==> src/rtl/knight_cmd_link.sv <==
// Remote command link: UART RX assembles 2-byte frames into a 16-bit cmd; UART TX returns a 1-byte response.
// Latency: cmd/cmd_rdy update on the low-byte stop sample; a response frame takes 10*BAUD_DIV clks after snd_resp.
// Backpressure: none; cmd_rdy is a level cleared by clr_cmd_rdy, snd_resp while tx_busy is dropped. Optional: BYTE_TIMEOUT_EN.
module knight_cmd_link #(
    parameter int BAUD_DIV     = 2604,
    parameter int TIMEOUT_CLKS = 2500000
) (
    input  logic        clk,
    input  logic        rst,
    input  logic        RX,
    output logic        TX,
    output logic [15:0] cmd,
    output logic        cmd_rdy,
    input  logic        clr_cmd_rdy,
    input  logic [7:0]  resp,
    input  logic        snd_resp,
    output logic        resp_sent,
    output logic        tx_busy
);
    localparam int BW = $clog2(BAUD_DIV);
    localparam logic [BW-1:0] BAUD_LAST = BW'(BAUD_DIV - 1);
    localparam logic [BW-1:0] BAUD_HALF = BW'(BAUD_DIV / 2 - 1);

    typedef enum logic [1:0] {RX_IDLE, RX_DATA, RX_WAIT_HIGH} rx_state_t;
    typedef enum logic {FR_IDLE, FR_HIGH} fr_state_t;

    logic            rx_s1_q, rx_s1_d, rx_s2_q, rx_s2_d;
    rx_state_t       rx_state_q, rx_state_d;
    logic [BW-1:0]   rx_baud_q, rx_baud_d;
    logic [3:0]      rx_bit_q, rx_bit_d;
    logic [7:0]      rx_shift_q, rx_shift_d;
    logic            rx_sample;
    logic            byte_vld;

    fr_state_t       fr_state_q, fr_state_d;
    logic [7:0]      cmd_hi_q, cmd_hi_d;
    logic [15:0]     cmd_q, cmd_d;
    logic            cmd_rdy_q, cmd_rdy_d;

    logic            tx_q, tx_d;
    logic            tx_busy_q, tx_busy_d;
    logic            resp_sent_q, resp_sent_d;
    logic [BW-1:0]   tx_baud_q, tx_baud_d;
    logic [3:0]      tx_bit_q, tx_bit_d;
    logic [7:0]      tx_shift_q, tx_shift_d;

`ifdef BYTE_TIMEOUT_EN
    localparam int TW = $clog2(TIMEOUT_CLKS + 1);
    logic [TW-1:0]   to_cnt_q, to_cnt_d;
    logic            rx_start;
    logic            to_hit;
    assign rx_start = (rx_state_q == RX_IDLE) && !rx_s2_q;
    assign to_hit   = (fr_state_q == FR_HIGH) && (to_cnt_q == TW'(TIMEOUT_CLKS - 1));
`endif

    // RX synchroniser and bit-level receiver: mid-bit sampling, start/stop validation.
    always_comb begin
        rx_s1_d    = RX;
        rx_s2_d    = rx_s1_q;
        rx_state_d = rx_state_q;
        rx_baud_d  = rx_baud_q;
        rx_bit_d   = rx_bit_q;
        rx_shift_d = rx_shift_q;
        rx_sample  = 1'b0;
        byte_vld   = 1'b0;
        case (rx_state_q)
            RX_IDLE: begin
                if (!rx_s2_q) begin
                    rx_state_d = RX_DATA;
                    rx_baud_d  = '0;
                    rx_bit_d   = '0;
                end
            end
            RX_DATA: begin
                // First sample lands half a bit after the start edge, later ones a full bit apart.
                rx_sample = (rx_bit_q == 4'd0) ? (rx_baud_q == BAUD_HALF) : (rx_baud_q == BAUD_LAST);
                if (!rx_sample) begin
                    rx_baud_d = rx_baud_q + 1'b1;
                end else begin
                    rx_baud_d = '0;
                    rx_bit_d  = rx_bit_q + 4'd1;
                    if (rx_bit_q == 4'd0) begin
                        if (rx_s2_q) rx_state_d = RX_IDLE;
                    end else if (rx_bit_q == 4'd9) begin
                        rx_bit_d = '0;
                        if (rx_s2_q) begin
                            byte_vld   = 1'b1;
                            rx_state_d = RX_IDLE;
                        end else begin
                            // Low stop bit: hold off until the line goes high again so the
                            // rest of a break is not mistaken for a fresh start bit.
                            rx_state_d = RX_WAIT_HIGH;
                        end
                    end else begin
                        rx_shift_d = {rx_s2_q, rx_shift_q[7:1]};
                    end
                end
            end
            RX_WAIT_HIGH: begin
                if (rx_s2_q) rx_state_d = RX_IDLE;
            end
            default: rx_state_d = RX_IDLE;
        endcase
    end

    // Frame assembly: first byte is held as cmd_hi, second completes cmd and raises cmd_rdy.
    always_comb begin
        fr_state_d = fr_state_q;
        cmd_hi_d   = cmd_hi_q;
        cmd_d      = cmd_q;
        cmd_rdy_d  = cmd_rdy_q & ~clr_cmd_rdy;
`ifdef BYTE_TIMEOUT_EN
        to_cnt_d   = (fr_state_q == FR_HIGH && rx_state_q == RX_IDLE) ? to_cnt_q + 1'b1 : to_cnt_q;
        if (rx_start || fr_state_q != FR_HIGH) to_cnt_d = '0;
        // A stale high byte is dropped so the next byte resynchronises as a new high byte.
        if (to_hit && !byte_vld) fr_state_d = FR_IDLE;
`endif
        if (byte_vld) begin
            if (fr_state_q == FR_IDLE) begin
                fr_state_d = FR_HIGH;
                cmd_hi_d   = rx_shift_q;
                cmd_rdy_d  = 1'b0;
            end else begin
                fr_state_d = FR_IDLE;
                cmd_d      = {cmd_hi_q, rx_shift_q};
                cmd_rdy_d  = 1'b1;
            end
        end
    end

    // Transmitter: start, 8 data LSB first, stop; each bit held BAUD_DIV clks.
    always_comb begin
        tx_d        = tx_q;
        tx_busy_d   = tx_busy_q;
        resp_sent_d = resp_sent_q;
        tx_baud_d   = tx_baud_q;
        tx_bit_d    = tx_bit_q;
        tx_shift_d  = tx_shift_q;
        if (!tx_busy_q) begin
            if (snd_resp) begin
                tx_busy_d   = 1'b1;
                resp_sent_d = 1'b0;
                tx_shift_d  = resp;
                tx_d        = 1'b0;
                tx_baud_d   = '0;
                tx_bit_d    = '0;
            end
        end else if (tx_baud_q == BAUD_LAST) begin
            tx_baud_d = '0;
            if (tx_bit_q == 4'd9) begin
                tx_busy_d   = 1'b0;
                resp_sent_d = 1'b1;
                tx_d        = 1'b1;
                tx_bit_d    = '0;
            end else begin
                tx_bit_d = tx_bit_q + 4'd1;
                if (tx_bit_q < 4'd8) begin
                    tx_d       = tx_shift_q[0];
                    tx_shift_d = {1'b0, tx_shift_q[7:1]};
                end else begin
                    tx_d = 1'b1;
                end
            end
        end else begin
            tx_baud_d = tx_baud_q + 1'b1;
        end
    end

    // State registers; reset aborts any partial RX byte or TX frame.
    always_ff @(posedge clk) begin
        if (rst) begin
            rx_s1_q     <= 1'b1;
            rx_s2_q     <= 1'b1;
            rx_state_q  <= RX_IDLE;
            rx_baud_q   <= '0;
            rx_bit_q    <= '0;
            rx_shift_q  <= '0;
            fr_state_q  <= FR_IDLE;
            cmd_hi_q    <= '0;
            cmd_q       <= '0;
            cmd_rdy_q   <= 1'b0;
            tx_q        <= 1'b1;
            tx_busy_q   <= 1'b0;
            resp_sent_q <= 1'b0;
            tx_baud_q   <= '0;
            tx_bit_q    <= '0;
            tx_shift_q  <= '0;
`ifdef BYTE_TIMEOUT_EN
            to_cnt_q    <= '0;
`endif
        end else begin
            rx_s1_q     <= rx_s1_d;
            rx_s2_q     <= rx_s2_d;
            rx_state_q  <= rx_state_d;
            rx_baud_q   <= rx_baud_d;
            rx_bit_q    <= rx_bit_d;
            rx_shift_q  <= rx_shift_d;
            fr_state_q  <= fr_state_d;
            cmd_hi_q    <= cmd_hi_d;
            cmd_q       <= cmd_d;
            cmd_rdy_q   <= cmd_rdy_d;
            tx_q        <= tx_d;
            tx_busy_q   <= tx_busy_d;
            resp_sent_q <= resp_sent_d;
            tx_baud_q   <= tx_baud_d;
            tx_bit_q    <= tx_bit_d;
            tx_shift_q  <= tx_shift_d;
`ifdef BYTE_TIMEOUT_EN
            to_cnt_q    <= to_cnt_d;
`endif
        end
    end

    assign TX        = tx_q;
    assign cmd       = cmd_q;
    assign cmd_rdy   = cmd_rdy_q;
    assign resp_sent = resp_sent_q;
    assign tx_busy   = tx_busy_q;
endmodule
==> config.mk <==
export PLATFORM = sky130hd
export DESIGN_NAME = knight_cmd_link
export DESIGN_NICKNAME = d
export VERILOG_FILES = /design/src/rtl/knight_cmd_link.sv
export SDC_FILE = /design/constraint.sdc
export NUM_CORES = 1
export LEC_CHECK = 0
export CAP_MARGIN = 20
export CORE_MARGIN = 2
export CORE_UTILIZATION = 45
export DETAILED_ROUTE_END_ITERATION = 10
export GPL_TIMING_DRIVEN = 0
export HOLD_SLACK_MARGIN = 0.12
export PLACE_DENSITY = 0.73
export SLEW_MARGIN = 20
export SYNTH_ARGS = -nofsm -noshare
export SYNTH_HDL_FRONTEND = slang
export SYNTH_SLANG_ARGS = --single-unit
export TNS_END_PERCENT = 1
==> constraint.sdc <==
create_clock -name clk -period 4.33 [get_ports clk]
set_clock_uncertainty 0.15 [all_clocks]
set_input_delay 0.6495 -clock clk [delete_from_list [all_inputs] [get_ports clk]]
set_output_delay 0.6495 -clock clk [all_outputs]
set_load 0.02 [all_outputs]
==> impl_metrics.tcl <==
set metrics [dict create \
    outcome "finished, final reports clean" \
    min_period_ns 3.18 \
    num_rows 32 \
    crit_buf_inv 3 \
    diodes 0 \
    setup_viol 0 \
    synth_fp_nets 405 \
    finalPower_w 0.00144 \
    ys_types 47 \
    final_common_cell "dfxtp_1" \
    cp_max_fo 10 \
    crit_chain "inv_1 -> ha_1 -> or3b_1 -> or4_1 -> buf_2 -> a2111oi_4 -> buf_6 -> mux2i_1 -> nor2_1" \
    cts_max_level 3 \
    critPathSlowestCell "a2111oi_4" \
    ir_drop_uv 204 \
    die_w_um 92.9 \
    drive_gt1_frac 0.0577 \
    yosysWarnings 0 \
    synth_enable_flop_cells 0 \
    start_kind "register" \
    cts_tree "yes" \
    clock_latency_ns 0.35 \
    worstPathRequired_ns 4.41 \
    cts_resized 0 \
    cts_setup_buffers 0 \
    p_clk_frac 0.405 \
    hold_path.class "reg2reg" \
    powerDensity_nw_per_um2 341 \
    antenna_found_initial 0 \
    dr.pass1.iters 4 \
    wl_per_cell_um 13.7 \
    rsz0062_at_grt "no" \
    drtAntennaViolNets 0 \
    io_pins 33 \
    core_um2 7690 \
    routed_wl_mm 7.34 \
    relSlewSlack 0.454 \
    synthCells 385 \
    drtIter0Drc 155 \
    ys_ff_latch 81 \
    die_area_um2 8630 \
    grt_pass1_vias 2729 \
    p_sw_frac 0.254 \
    grt_max_degree 17 \
    hold_violations 0 \
    detailroute.via_count 2933 \
    cts.sinks 81 \
    final_nets 448 \
    io_buffers 32 \
    dp_hpwl_mm 5.00 \
    end_kind "register" \
    final_cell_mix "dfxtp_1 (81), nor2_1 (69), mux2i_1 (41), clkdlybuf4s50_1 (32), nand2_1 (26)" \
    gr-total-overflow 0 \
    multi_input_area_um2 1830 \
    p_int_w 0.00107 \
    die_h_um 92.9 \
    fill_cells 703 \
    period_share 0.734 \
    avgSynthCellArea_um2 9.24 \
    cts_hold_buf 0 \
    synth_area_um2 3560 \
    start_util 0.463 \
    cts_inserted_buffers 9 \
    root_buffer "clkbuf_8" \
    place.gp.congestion 0.833 \
    cellLeakagePower_nw 1.46 \
    maxClockFrequency_ghz 0.315 \
    cp.arrival_ns 3.26 \
    grtUsageTotal 0.186 \
    vias_per_cell 5.48 \
    grt_pass1_wl_mm 13.1 \
    net-switching-power_w 0.000365 \
    syn_to_final_growth_pct 18.5 \
    synthArstFlopShare 0 \
    fin_tns_setup_ns 0 \
    drc 0 \
    clkTransAtPathRegs_ns 0.09 \
    setup.worst_path.class "reg2reg" \
    pwr-share-seq 0.532 \
    crit_family "simple AND/OR/NAND/NOR gates" \
    ys.flop_type "dfxtp_1" \
    ys_seq_area_frac 0.456 \
    cts_buffer_depth 2 \
    cap_violations 0 \
    seq_area_um2 1620 \
    p_comb_frac 0.063 \
    worst_pin_slew_ns 0.818 \
    slew_violations 0 \
    crit_path_max_incr_delay_ns 0.72 \
]
-- power by group through the flow --
stage | combinational, W | clock [W] | sequential, W
2_1_floorplan | 0.0000579 | 0 | 0.000781
5_1_grt | 0.000102 | 0.000630 | 0.000765
4_1_cts | 0.0000912 | 0.000595 | 0.000763
3_3_place_gp | 0.0000892 | 0 | 0.000780
3_5_place_dp | 0.0000906 | 0 | 0.000781
6_report | 0.0000905 | 0.000581 | 0.000763
-- state kept, by name, summed over array words and instances, names as in the netlist --
name,count
rx_shift_q,8
tx_bit_q,4
resp_sent,1
tx_shift_q,8
cmd,16
fr_state_q,1
tx_busy,1
rx_baud_q,12
rx_state_q,2
tx_baud_q,12
rx_bit_q,4
cmd_rdy,1
cmd_hi_q,8
TX,1
rx_s1_q,1
rx_s2_q,1
-- worst reg2reg max path: stages (launching register included) --
cell       delay [ns]
dfxtp_1          0.37
inv_1            0.08
ha_1             0.16
or3b_1           0.40
or4_1            0.48
buf_2            0.18
a2111oi_4        0.72
buf_6            0.27
mux2i_1          0.21
nor2_1           0.05
-- worst paths after layout --
path              cells past startpoint                     start              endpoint  slack [ns]
setup / recovery                      9  rx_bit_q[0]$_SDFFE_PP0P_  cmd[14]$_SDFFE_PP0P_        1.15
hold reg to reg                       1        rx_s1_q$_SDFF_PP1_    rx_s2_q$_SDFF_PP1_        0.27
setup reg to reg                      9  rx_bit_q[0]$_SDFFE_PP0P_  cmd[14]$_SDFFE_PP0P_        1.15
hold / removal                        1        rx_s1_q$_SDFF_PP1_    rx_s2_q$_SDFF_PP1_        0.27
-- metrics by stage --
step                cell area, um^2  worst slack [ns]  utilization  std cells  hold WS, ns
global placement               4000              1.16        0.521        519        0.247
detailed placement             4000              1.15        0.521        519        0.244
CTS                            4210              1.13        0.548        535        0.272
floorplan                      3560              1.45            -        385        0.239
finish                         4210              1.15        0.548        535        0.271
global route                   4210             0.947        0.548        535        0.294
-- cell families (layout without fill, tap and decap cells) --
| logic type | count (synthesis) | after routing | synth area share |
|---|---|---|---|
| AOI/OAI and AO/OA | 68 | 68 | 0.142 |
| xor gates and xnor gates | 10 | 10 | 0.0246 |
| adders and majority gates | 7 | 7 | 0.0246 |
| buffers and inverters | 26 | 74 | 0.0299 |
| DFF | 81 | 81 | 0.456 |
| muxes | 41 | 41 | 0.115 |
| and+or+nand+nor | 152 | 152 | 0.208 |
-- layout make-up --
class | count | share of cell area
buffer | 18 | 0.0181
multi-input combinational | 278 | 0.434
inverter | 8 | 0.00713
tap | 102 | 0.0303
clock inverter | 7 | 0.0202
timing repair buffer | 32 | 0.0760
clock buffer | 9 | 0.0294
sequential | 81 | 0.385
-- metal layers --
metal / wire, um / GRT usage / vias up
li1: - / - / 1468
met1: 3540 / 0.248 / 1391
met2: 3470 / 0.300 / 63
met3: 215 / 0.0285 / 11
met4: 116 / 0.0784 / 0
met5: 0 / 0 / -
-- cells in the mapped netlist, types with 2 or more instances --
master / count / area (um^2)
nand4b_1: 3 / 26.3
a311oi_1: 9 / 78.8
mux2i_1: 41 / 410
and4b_1: 2 / 20.0
a22oi_1: 2 / 15.0
and4_1: 2 / 17.5
or2_2: 3 / 18.8
nor3_1: 7 / 35.0
nor2b_1: 6 / 37.5
xnor2_1: 4 / 35.0
nand4_1: 7 / 43.8
clkbuf_1: 15 / 56.3
a21o_1: 4 / 30.0
a2111oi_4: 2 / 55.1
nand3_1: 8 / 40.0
a41oi_1: 4 / 35.0
a211oi_1: 9 / 67.6
or4_1: 2 / 15.0
nor3b_1: 2 / 15.0
o21ai_0: 8 / 40.0
nand3b_1: 4 / 30.0
a211o_1: 2 / 17.5
ha_1: 7 / 87.6
inv_1: 8 / 30.0
nand2_1: 26 / 97.6
a21oi_1: 18 / 90.1
xor2_1: 6 / 52.6
dfxtp_1: 81 / 1620
nand2b_1: 4 / 25.0
a31oi_1: 4 / 25.0
nor2_1: 69 / 259
No activity file was read; power rests on OpenSTA's default activity.
